### config.mk
export PLATFORM = sky130hd
export DESIGN_NAME = nr_divmod_param
export DESIGN_NICKNAME = d
export VERILOG_FILES = /design/src/rtl/nr_divmod_param.sv
export SDC_FILE = /design/constraint.sdc
export NUM_CORES = 1
export LEC_CHECK = 0
export BUFFER_PORTS_ARGS = -buffer_cell sky130_fd_sc_hd__clkbuf_2
export CORE_MARGIN = 5
export CORE_UTILIZATION = 45
export CTS_CLUSTER_DIAMETER = 60
export DETAILED_ROUTE_END_ITERATION = 6
export HOLD_SLACK_MARGIN = 0.06
export PLACE_DENSITY = 0.73
export SYNTH_ARGS = -nofsm -noshare
export SYNTH_HDL_FRONTEND = slang
export SYNTH_SLANG_ARGS = --single-unit
### constraint.sdc
create_clock -name clk -period 4.7 [get_ports clk]
set_input_delay 0.705 -clock clk [delete_from_list [all_inputs] [get_ports clk]]
set_output_delay 0.705 -clock clk [all_outputs]
set_load 0.02 [all_outputs]
### src/rtl/nr_divmod_param.sv
`default_nettype none
// ============================================================================
// Module   : nr_divmod_param
// Brief    : Iterative non-restoring signed/unsigned divider, quotient or
//            remainder on result, divide-by-zero flag, ready/valid on both sides.
// Revision : 1.0 - initial release
// ============================================================================
module nr_divmod_param #(
    parameter int DIVIDEND_W = 32,
    parameter int DIVISOR_W  = 16
) (
    input  logic                  clk,
    input  logic                  reset,
    input  logic                  valid_in,
    output logic                  ready_in,
    input  logic                  mode,
    input  logic                  signed_op,
    input  logic [DIVIDEND_W-1:0] dividend,
    input  logic [DIVISOR_W-1:0]  divisor,
    output logic [DIVIDEND_W-1:0] result,
    output logic                  div_by_zero,
    output logic                  valid_out,
    input  logic                  ready_out
);

    localparam int c_pw    = DIVISOR_W + 1;
    localparam int c_tw    = DIVISOR_W + 2;
    localparam int c_cnt_w = (DIVIDEND_W > 1) ? $clog2(DIVIDEND_W) : 1;
    localparam logic [c_cnt_w-1:0] c_cnt_init = c_cnt_w'(DIVIDEND_W - 1);

    localparam logic [1:0] c_idle = 2'd0;
    localparam logic [1:0] c_calc = 2'd1;
    localparam logic [1:0] c_fix  = 2'd2;
    localparam logic [1:0] c_done = 2'd3;

    logic [1:0]            r_state;
    logic                  r_mode;
    logic                  r_neg_q;
    logic                  r_neg_r;
    logic [DIVIDEND_W-1:0] r_dmag;
    logic [DIVISOR_W-1:0]  r_dvs;
    logic [c_pw-1:0]       r_p;
    logic [DIVIDEND_W-1:0] r_q;
    logic [c_cnt_w-1:0]    r_cnt;
    logic [DIVIDEND_W-1:0] r_result;
    logic                  r_dbz;
    logic                  r_valid;

    logic                  w_accept;
    logic                  w_a_neg;
    logic                  w_b_neg;
    logic [DIVIDEND_W-1:0] w_a_mag;
    logic [DIVISOR_W-1:0]  w_b_mag;
    logic [c_tw-1:0]       w_ext;
    logic [c_tw-1:0]       w_d;
    logic [c_tw-1:0]       w_new;
    logic [c_pw-1:0]       w_p_next;
    logic                  w_qbit;
    logic [DIVISOR_W-1:0]  w_rem_mag;
    logic [DIVIDEND_W-1:0] w_rem_ext;
    logic [DIVIDEND_W-1:0] w_rem_out;
    logic [DIVIDEND_W-1:0] w_quo;

    assign ready_in    = (r_state == c_idle) & ~reset;
    assign w_accept    = valid_in & ready_in;
    assign result      = r_result;
    assign div_by_zero = r_dbz;
    assign valid_out   = r_valid;

    assign w_a_neg = signed_op & dividend[DIVIDEND_W-1];
    assign w_b_neg = signed_op & divisor[DIVISOR_W-1];
    assign w_a_mag = w_a_neg ? -dividend : dividend;
    assign w_b_mag = w_b_neg ? -divisor : divisor;

    // One extra guard bit: the shifted remainder spans [-2D, 2D) before the add/sub.
    assign w_ext    = {r_p, r_dmag[DIVIDEND_W-1]};
    assign w_d      = {2'b00, r_dvs};
    assign w_new    = r_p[c_pw-1] ? (w_ext + w_d) : (w_ext - w_d);
    assign w_p_next = w_new[c_pw-1:0];
    assign w_qbit   = ~w_new[c_tw-1];

    assign w_rem_mag = r_p[c_pw-1] ? (r_p[DIVISOR_W-1:0] + r_dvs) : r_p[DIVISOR_W-1:0];
    assign w_rem_ext = DIVIDEND_W'(w_rem_mag);
    assign w_rem_out = r_neg_r ? -w_rem_ext : w_rem_ext;
    assign w_quo     = r_neg_q ? -r_q : r_q;

    always_ff @(posedge clk or posedge reset) begin
        if (reset) begin
            r_state  <= c_idle;
            r_mode   <= 1'b0;
            r_neg_q  <= 1'b0;
            r_neg_r  <= 1'b0;
            r_dmag   <= '0;
            r_dvs    <= '0;
            r_p      <= '0;
            r_q      <= '0;
            r_cnt    <= '0;
            r_result <= '0;
            r_dbz    <= 1'b0;
            r_valid  <= 1'b0;
        end else begin
            case (r_state)
                c_idle: begin
                    if (w_accept) begin
                        r_mode  <= mode;
                        r_neg_q <= w_a_neg ^ w_b_neg;
                        r_neg_r <= w_a_neg;
                        r_dmag  <= w_a_mag;
                        r_dvs   <= w_b_mag;
                        r_p     <= '0;
                        r_q     <= '0;
                        r_cnt   <= c_cnt_init;
                        if (divisor == '0) begin
                            r_result <= mode ? dividend : '1;
                            r_dbz    <= 1'b1;
                            r_state  <= c_done;
                        end else begin
                            r_state  <= c_calc;
                        end
                    end
                end
                c_calc: begin
                    r_p    <= w_p_next;
                    r_q    <= {r_q[DIVIDEND_W-2:0], w_qbit};
                    r_dmag <= r_dmag << 1;
                    r_cnt  <= r_cnt - 1'b1;
                    if (r_cnt == '0) begin
                        r_state <= c_fix;
                    end
                end
                c_fix: begin
                    r_result <= r_mode ? w_rem_out : w_quo;
                    r_dbz    <= 1'b0;
                    r_state  <= c_done;
                end
                c_done: begin
                    // valid_out is raised one cycle after entering DONE
                    if (!r_valid) begin
                        r_valid <= 1'b1;
                    end else if (ready_out) begin
                        r_valid <= 1'b0;
                        r_state <= c_idle;
                    end
                end
                default: r_state <= c_idle;
            endcase
        end
    end

endmodule
`default_nettype wire

---- After elaboration in Yosys (flattened, before gate mapping) ----
Index checks and enable logic that the tools add are counted.
storage, ports and cells
  logic and storage cells ................. 74
  output and inout port bits .............. 35
  bits in registers ....................... 141
  input bits .............................. 54
operators by class
  equal/unequal tests ..................... 8
  $add $sub $neg .......................... 8
  multiplexer cells ....................... 30
  bitwise operators ....................... 7
  reduce and logical (&&, ||, !) cells .... 9
operator list
  cell                 number
  $mux 32              9
  $pmux 32 s2          3
  $neg 32->32          2
  $pmux 17 s2          1
  $mux 16              2
  $neg 16->32          1
  $add 18x16->18       1
  $mux 18              1
  $sub 18x16->18       1
  $mux 17              1
  $add 16x16->16       1
  $logic_not 16->1     1
  $neg 16->16          1
  $mux 2               5
  $pmux 5 s2           1
  $ne 2x2->1 const B   4
  $pmux 2 s4           1
  $logic_not 5->1      1
  $mux 5               1
  $sub 5x1->5 const B  1
  $and 1x1->1          4
  $eq 2x2->1 const B   2
  $mux 1               4
  $reduce_and 2->1     2
  other kinds (9)      11

---- Depth between registers and ports, before layout ----
Gate-level depths: netlist of run 1.
  word-level depth ........................ 6
  mapped depth ............................ 17
  mapped depth without buffers ............ 17

---- Worst setup path after synthesis of run 1 ----
OpenSTA, ideal clock, no wires.
  path type ............................... reg-to-reg
  start point ............................. register r_p[16]
  end point ............................... register r_p[11]
  slack ................................... 563 ps
  stages on the path, launching flop included .. 17
  period minus slack after synthesis ...... 4137 ps
  arrival ................................. 4003 ps
  buffers on the path ..................... 5
  cells stage by stage .................... dfrtp_1 buf_4 clkbuf_1 clkbuf_1 buf_1 buf_1 nor2_1 xor2_1 ha_1 a21oi_1 o21ai_0 a2111oi_0 nor3b_1 o21a_1 o41a_1 xnor2_1 o21ai_0
on the way
  word-level cells in the longest chain between the ends .. 2
ends and longest elaborated chain
  element                 RTL line  RTL
  from (decl)             42        logic [c_pw-1:0] r_p;
  from (signal assigned)  123       r_p <= w_p_next;
  $mux 18                 78        assign w_new = r_p[c_pw-1] ? (w_ext + w_d) : (w_ext - w_d);
  $pmux 17 s2             102       case (r_state)
Every way passes these cells.
A chain may end at the register's enable or synchronous reset.

---- Worst setup path in the final report of run 1 ----
  start point ............................. register r_p[16]
  end point ............................... register r_result[16] (netlist: result[16])
on the way
  word-level cells in the longest chain between the ends .. 5
ends and longest elaborated chain
  element               RTL line  RTL
  $mux 16               82        assign w_rem_mag = r_p[c_pw-1] ? (r_p[DIVISOR_W-1:0] + r_dvs) : r_p[DIVISOR_W-1:0];
  $neg 16->32           84        assign w_rem_out = r_neg_r ? -w_rem_ext : w_rem_ext;
  $mux 32               84
  $mux 32               132       r_result <= r_mode ? w_rem_out : w_quo;
  $pmux 32 s2           102
  to (signal assigned)  114       r_result <= mode ? dividend : '1;
  to (signal assigned)  132
  to (decl)             45        logic [DIVIDEND_W-1:0] r_result;
Every way passes these cells.

==> impl_metrics.yaml, run 1 <==
clocking:
  h-tree-depth: 4
  root_buffer: "clkbuf_16"
  ctsHoldBuffers: 0
  cts_sinks: 141
  cts_tree: "yes"
  numCtsBuffers: 17
  cts_buffer_depth: 2
  cts_setup_buffers: 0
  insertion_delay_ps: 440
  post_cts_resized: 0
  clk_pin_slew_ps: 70
pwr:
  p_leak_nw: 5.09
  powerDensity_nw_per_um2: 795
  vdd_drop_max_mv: 0.382
setup_path:
  slowest_stage: "or4b_4"
  cp.required_ps: 5020
  critPathMostFrequentCell: "buf_4"
  cp-end-kind: "flop"
  cp.arrival_ps: 3980
  crit_chain: "buf_4 > buf_4 > nand2b_1 > nand4_1 > a211oi_1 > or4b_4 > a211oi_2 > o2111ai_1 > or2_1 > o31ai_1 > o21ai_1"
  path_max_fanout: 35
  startpoint_type: "flop"
  crit_type: "flop to flop"
  crit_path_max_incr_delay_ps: 550
cells_and_area:
  multi_input_area_um2: 6520
  regArea_um2: 3530
  antenna_cells: 0
  n_fill_cell: 2138
  drive_gt1_share_pct: 13.0
  stdcell_area_um2: 11800
  nNetsFinal: 1422
  area_growth_pct: 12.7
timing:
  setup_viol: 0
  skew_ps: 10.7
  timing.fmax_mhz: 273
  slew_violations: 0
  slew_headroom_pct: 29.8
  fin_crit_ps: 3670
  fin_tns_setup_ps: 0
  rsz0062_at_grt: "no"
  fin_crit_sh_pct: 78.0
  timing.final.ws_setup_ps: 1030
  tightest_slew_ps: 1050
  hold_viol: 0
synth:
  syn_area_um2: 10500
  synth_top_cell_by_area: "dfrtp_1"
  synth-async-reset-ratio_pct: 100
  ys_ff_latch: 141
  avgSynthCellArea_um2: 8.25
  synth_area_leaders: "dfrtp_1, ha_1, o21ai_0"
  ys.flop_type: "dfrtp_1"
  ys.warnings.count: 0
  synth_edf_count: 0
  synth.distinct_cells: 83
  ys_seq_area_share_pct: 33.7
  synth_top_cell_area_share_pct: 33.7
  synthCells: 1269
  synth_nets: 1369
routing:
  vias: 9853
  viasPerCell: 5.98
  drt_wl_total_um: 29500
  drt_iter0_markers: 947
  drc: 0
  dr.pass1.iters: 6
  ant_nets: 0
  wire_per_inst_um: 17.9
flow_run:
  maxCapViolCount: 0
floorplanning:
  start_util_pct: 46.0
  die_x_um: 163
  ios: 89
  core_region_area_um2: 22800
  die_y_um: 163
  die-area_um2: 26400
  rows: 55
global_route:
  grt_first_pass_wirelength_um: 48300
  track_usage_pct: 22.4
  grt_pass1_vias: 9296
  grt_max_degree: 113
  gr-total-overflow: 0
  antenna_found_initial: 0
place:
  place_area_um2: 11200
  dp_hpwl_um: 21600
  pre_cts_slack_ps: 986
  globalplace.congestion: 0.966
  portBuffers: 88
worst_hold_path:
  hold_class: "flop to flop"
status:
  status: "complete, no violations"
==> state kept, by name (all words and copies together) (netlist names) <==
signal / flops
r_neg_r: 1
r_state: 2
valid_out: 1
div_by_zero: 1
r_q: 32
r_neg_q: 1
r_dmag: 32
r_cnt: 5
r_p: 17
r_dvs: 16
r_mode: 1
result: 32
==> placed cells by master, fill, tap and decap left out, drive strengths merged, types with 5 or more instances in the layout <==
cell type	synthesis	final
a211oi	12	12
a21o	10	10
a21oi	100	100
a22o	36	36
a31oi	13	13
and2	7	7
buf	13	20
clkbuf	61	107
clkinv	1	7
dfrtp	141	141
ha	44	44
inv	40	42
mux2i	10	10
nand2	137	137
nand2b	15	15
nand3	18	18
nand4	5	5
nor2	133	133
nor2b	7	7
nor3	30	30
nor3b	7	7
nor4	12	12
o2111ai	5	5
o21a	5	5
o21ai	123	123
o221ai	5	5
o22ai	14	14
o31ai	35	35
o41ai	14	14
or2	10	10
or3	23	23
or4	10	10
xnor2	53	53
xor2	59	59
==> routing by layer <==
metal / vias to the layer above / routed length, um / global-route usage (%)
li1: 4698 / - / -
met1: 4750 / 13600 / 31.8
met2: 352 / 13300 / 34.4
met3: 53 / 1920 / 3.97
met4: 0 / 709 / 8.01
met5: - / 0 / 0
==> cell usage after synthesis (18+ instances only) <==
| master | n |
|---|---|
| nor3_1 | 29 |
| clkbuf_1 | 61 |
| inv_1 | 39 |
| xor2_1 | 59 |
| nor2_1 | 133 |
| xnor2_1 | 53 |
| dfrtp_1 | 141 |
| o31ai_1 | 33 |
| or3_1 | 23 |
| nand3_1 | 18 |
| o21ai_0 | 110 |
| ha_1 | 44 |
| a22o_1 | 36 |
| nand2_1 | 137 |
| a21oi_1 | 100 |
==> final cells by class <==
cell class	instances	share of cell area (%)
multi-input cells	1013	55.2
flip-flops and latches	141	29.9
repair buffers	108	5.00
clock buffers	19	3.84
well taps	313	3.32
clock inverters	13	1.39
inverters	41	1.35
==> worst max-delay path, delay by kind of cell (launching register included) <==
kind	cells	cell delay [ps]
buffers and inverters	2	650
AOI/OAI and AO/OA	5	1240
DFF	1	510
and+or+nand+nor	4	1160
==> stage by stage <==
| step | util, % | std cells | hold slack, ps | power [W] |
|---|---|---|---|---|
| 2_1_floorplan | - | 1269 | 443 | 0.00640 |
| 3_3_place_gp | 49.1 | 1616 | 463 | 0.00771 |
| 3_5_place_dp | 49.1 | 1616 | 470 | 0.00784 |
| 4_1_cts | 51.8 | 1648 | 485 | 0.00933 |
| 5_1_grt | 51.8 | 1648 | 505 | 0.0101 |
| 6_report | 51.8 | 1648 | 481 | 0.00938 |
==> cells by family after synthesis <==
group                      share of synthesized area [%]
xor gates and xnor gates                            9.37
AOI/OAI and AO/OA                                   25.6
muxes                                               1.17
buffers and inverters                               4.30
and+or+nand+nor                                     20.2
DFF                                                 33.7
adders and majority gates                           5.64
==> where the power goes <==
part	switching (W)	internal (W)
Clock	0.000572	0.000865
Sequential	0.000535	0.00168
Combinational	0.00354	0.00219
Total	0.00464	0.00474
==> final timing paths <==
| path | start | end | slack [ps] | cells past startpoint |
|---|---|---|---|---|
| worst max-delay path | r_p[16] | result[16] | 1030 | 11 |
| worst min-delay path | r_dmag[2] | r_dmag[2] | 480 | 2 |
| worst max register to register | r_p[16] | result[16] | 1030 | 11 |
| worst min register to register | r_dmag[2] | r_dmag[2] | 480 | 2 |
| max in group asynchronous | reset | r_p[8] | 3190 | 3 |
| min in group asynchronous | reset | result[22] | 540 | 2 |
No activity file was read; power rests on OpenSTA's default activity.
==> run 2, diff against run 1 <==
Clock period 4.7 ns to 3.3 ns, I/O delays scaled along.
==> impl_metrics.yaml, run 2 (synthesis results as in run 1) <==
setup_path:
  startpoint_type: "flop"
  cp-end-kind: "flop"
  cp-startpoint: "r_dvs[0]"
  crit_chain: "ha_2 > fa_2 > a21o_2 > a211oi_2 > o31ai_2 > or4b_4 > a211oi_2 > o2111ai_2 > or2_4 > o41ai_4 > a21oi_1"
  crit_path_max_incr_delay_ps: 550
  cp.required_ps: 3610
  crit_type: "flop to flop"
  path_max_fanout: 8
  timing.rr.start: "r_dvs[0]"
  critPathMostFrequentCell: "a211oi_2"
  slowest_stage: "or4b_4"
  cp.arrival_ps: 3570
floorplanning:
  die_x_um: 163
  die-area_um2: 26400
  core_region_area_um2: 22800
  ios: 89
  start_util_pct: 46.0
  die_y_um: 163
  rows: 55
routing:
  ant_nets: 0
  viasPerCell: 5.89
  drt_wl_total_um: 30800
  vias: 10116
  wire_per_inst_um: 17.9
  dr.pass1.iters: 6
  drt_iter0_markers: 883
  drc: 0
global_route:
  grt_pass1_vias: 9606
  grt_max_degree: 61
  track_usage_pct: 23.1
  grt_first_pass_wirelength_um: 49700
  gr-total-overflow: 0
  antenna_found_initial: 1
clocking:
  ctsHoldBuffers: 0
  cts_buffer_depth: 2
  h-tree-depth: 4
  root_buffer: "clkbuf_16"
  numCtsBuffers: 17
  insertion_delay_ps: 440
  cts_tree: "yes"
  cts_sinks: 141
  clk_pin_slew_ps: 60
place:
  portBuffers: 88
  place_area_um2: 11700
  dp_hpwl_um: 22800
  globalplace.congestion: 0.948
flow_run:
  maxCapViolCount: 0
cells_and_area:
  stdcell_area_um2: 12700
  antenna_cells: 0
  drive_gt1_share_pct: 20.8
  mostFrequentLayoutCell: "dfrtp_1"
  area_growth_pct: 20.9
  final_cell_mix: "dfrtp_1, nand2_1, nor2_1, o21ai_0, a21oi_1"
  nNetsFinal: 1492
pwr:
  p_switching_w: 0.00715
  vdd_drop_max_mv: 0.700
  powerDensity_nw_per_um2: 1170
  pwr-share-seq_pct: 21.0
  swShare_pct: 48.2
  total_power_w: 0.0148
  pwr-share-clk_pct: 13.7
  intPower_w: 0.00768
  p_comb_share_pct: 65.3
  p_leak_nw: 5.49
timing:
  fin_crit_sh_pct: 98.8
  timing.fmax_mhz: 307
  slew_headroom_pct: 47.4
  hold_viol: 0
  setup_viol: 0
  tightest_slew_ps: 788
  rsz0062_at_grt: "yes"
  slew_violations: 0
  skew_ps: 8.53
  fin_crit_ps: 3260
status:
  status: "complete, no violations"
worst_hold_path:
  hold_class: "input port to async pin"
==> run 2: final timing paths <==
path	slack (ps)	cells after the start	end
max in group asynchronous	2330	3	r_p[7]
min in group clk	370	3	r_dvs[15]
max	40	11	result[30]
max reg2reg	40	11	result[30]
min	200	2	result[29]
min reg2reg	480	2	r_dmag[2]
==> run 2: final cells by class <==
class / count / area, um^2
clock buffers: 17 / 425
clock inverters: 15 / 188
fillers: 2020 / 10100
inverters: 41 / 158
multi-input cells: 1013 / 6810
flip-flops and latches: 141 / 3530
well taps: 313 / 392
repair buffers: 178 / 1150
==> run 2: power groups by stage <==
| stage | Combinational [W] | Clock, W | Sequential [W] |
|---|---|---|---|
| 4_1_cts | 0.00915 | 0.00205 | 0.00308 |
| 5_1_grt | 0.0106 | 0.00213 | 0.00320 |
| 3_3_place_gp | 0.00876 | 0 | 0.00308 |
| 2_1_floorplan | 0.00608 | 0 | 0.00308 |
| 6_report | 0.00968 | 0.00203 | 0.00312 |
| 3_5_place_dp | 0.00898 | 0 | 0.00310 |
==> run 2: metal layers <==
| layer | GRT usage, % | vias to the layer above | share of wire, % |
|---|---|---|---|
| li1 | - | 4852 | - |
| met1 | 32.0 | 4838 | 45 |
| met2 | 36.4 | 373 | 45 |
| met3 | 4.83 | 51 | 7.6 |
| met4 | 6.86 | 2 | 2.2 |
| met5 | 0 | - | 0.13 |
==> run 2: worst max-delay path, delay by kind of cell, from the launching register on <==
kind / cells / cell delay [ps]
compound gates: 7 / 1280
fa+ha+maj: 2 / 590
flops: 1 / 400
simple gates: 2 / 880
==> run 2: per-stage QoR <==
step	hold WS, ps	utilization [%]	setup WS, ps	std cells	TNS [ps]
finish	199	55.6	41.1	1718	0
global route	271	55.6	-138	1718	-1540
CTS	219	54.5	-54.1	1717	-160
detailed placement	470	51.5	-136	1682	-851
global placement	462	51.5	-54.2	1682	-200
floorplan	443	-	-93.4	1269	-97.5
==> run 2: timing repair <==
| action | 4_1_cts | 5_1_grt |
|---|---|---|
| setup endpoints to repair | 18 | 29 |
| pin swaps | 10 | 19 |
| resized for setup | 12 | 47 |
| buffers inserted | 3 | 1 |
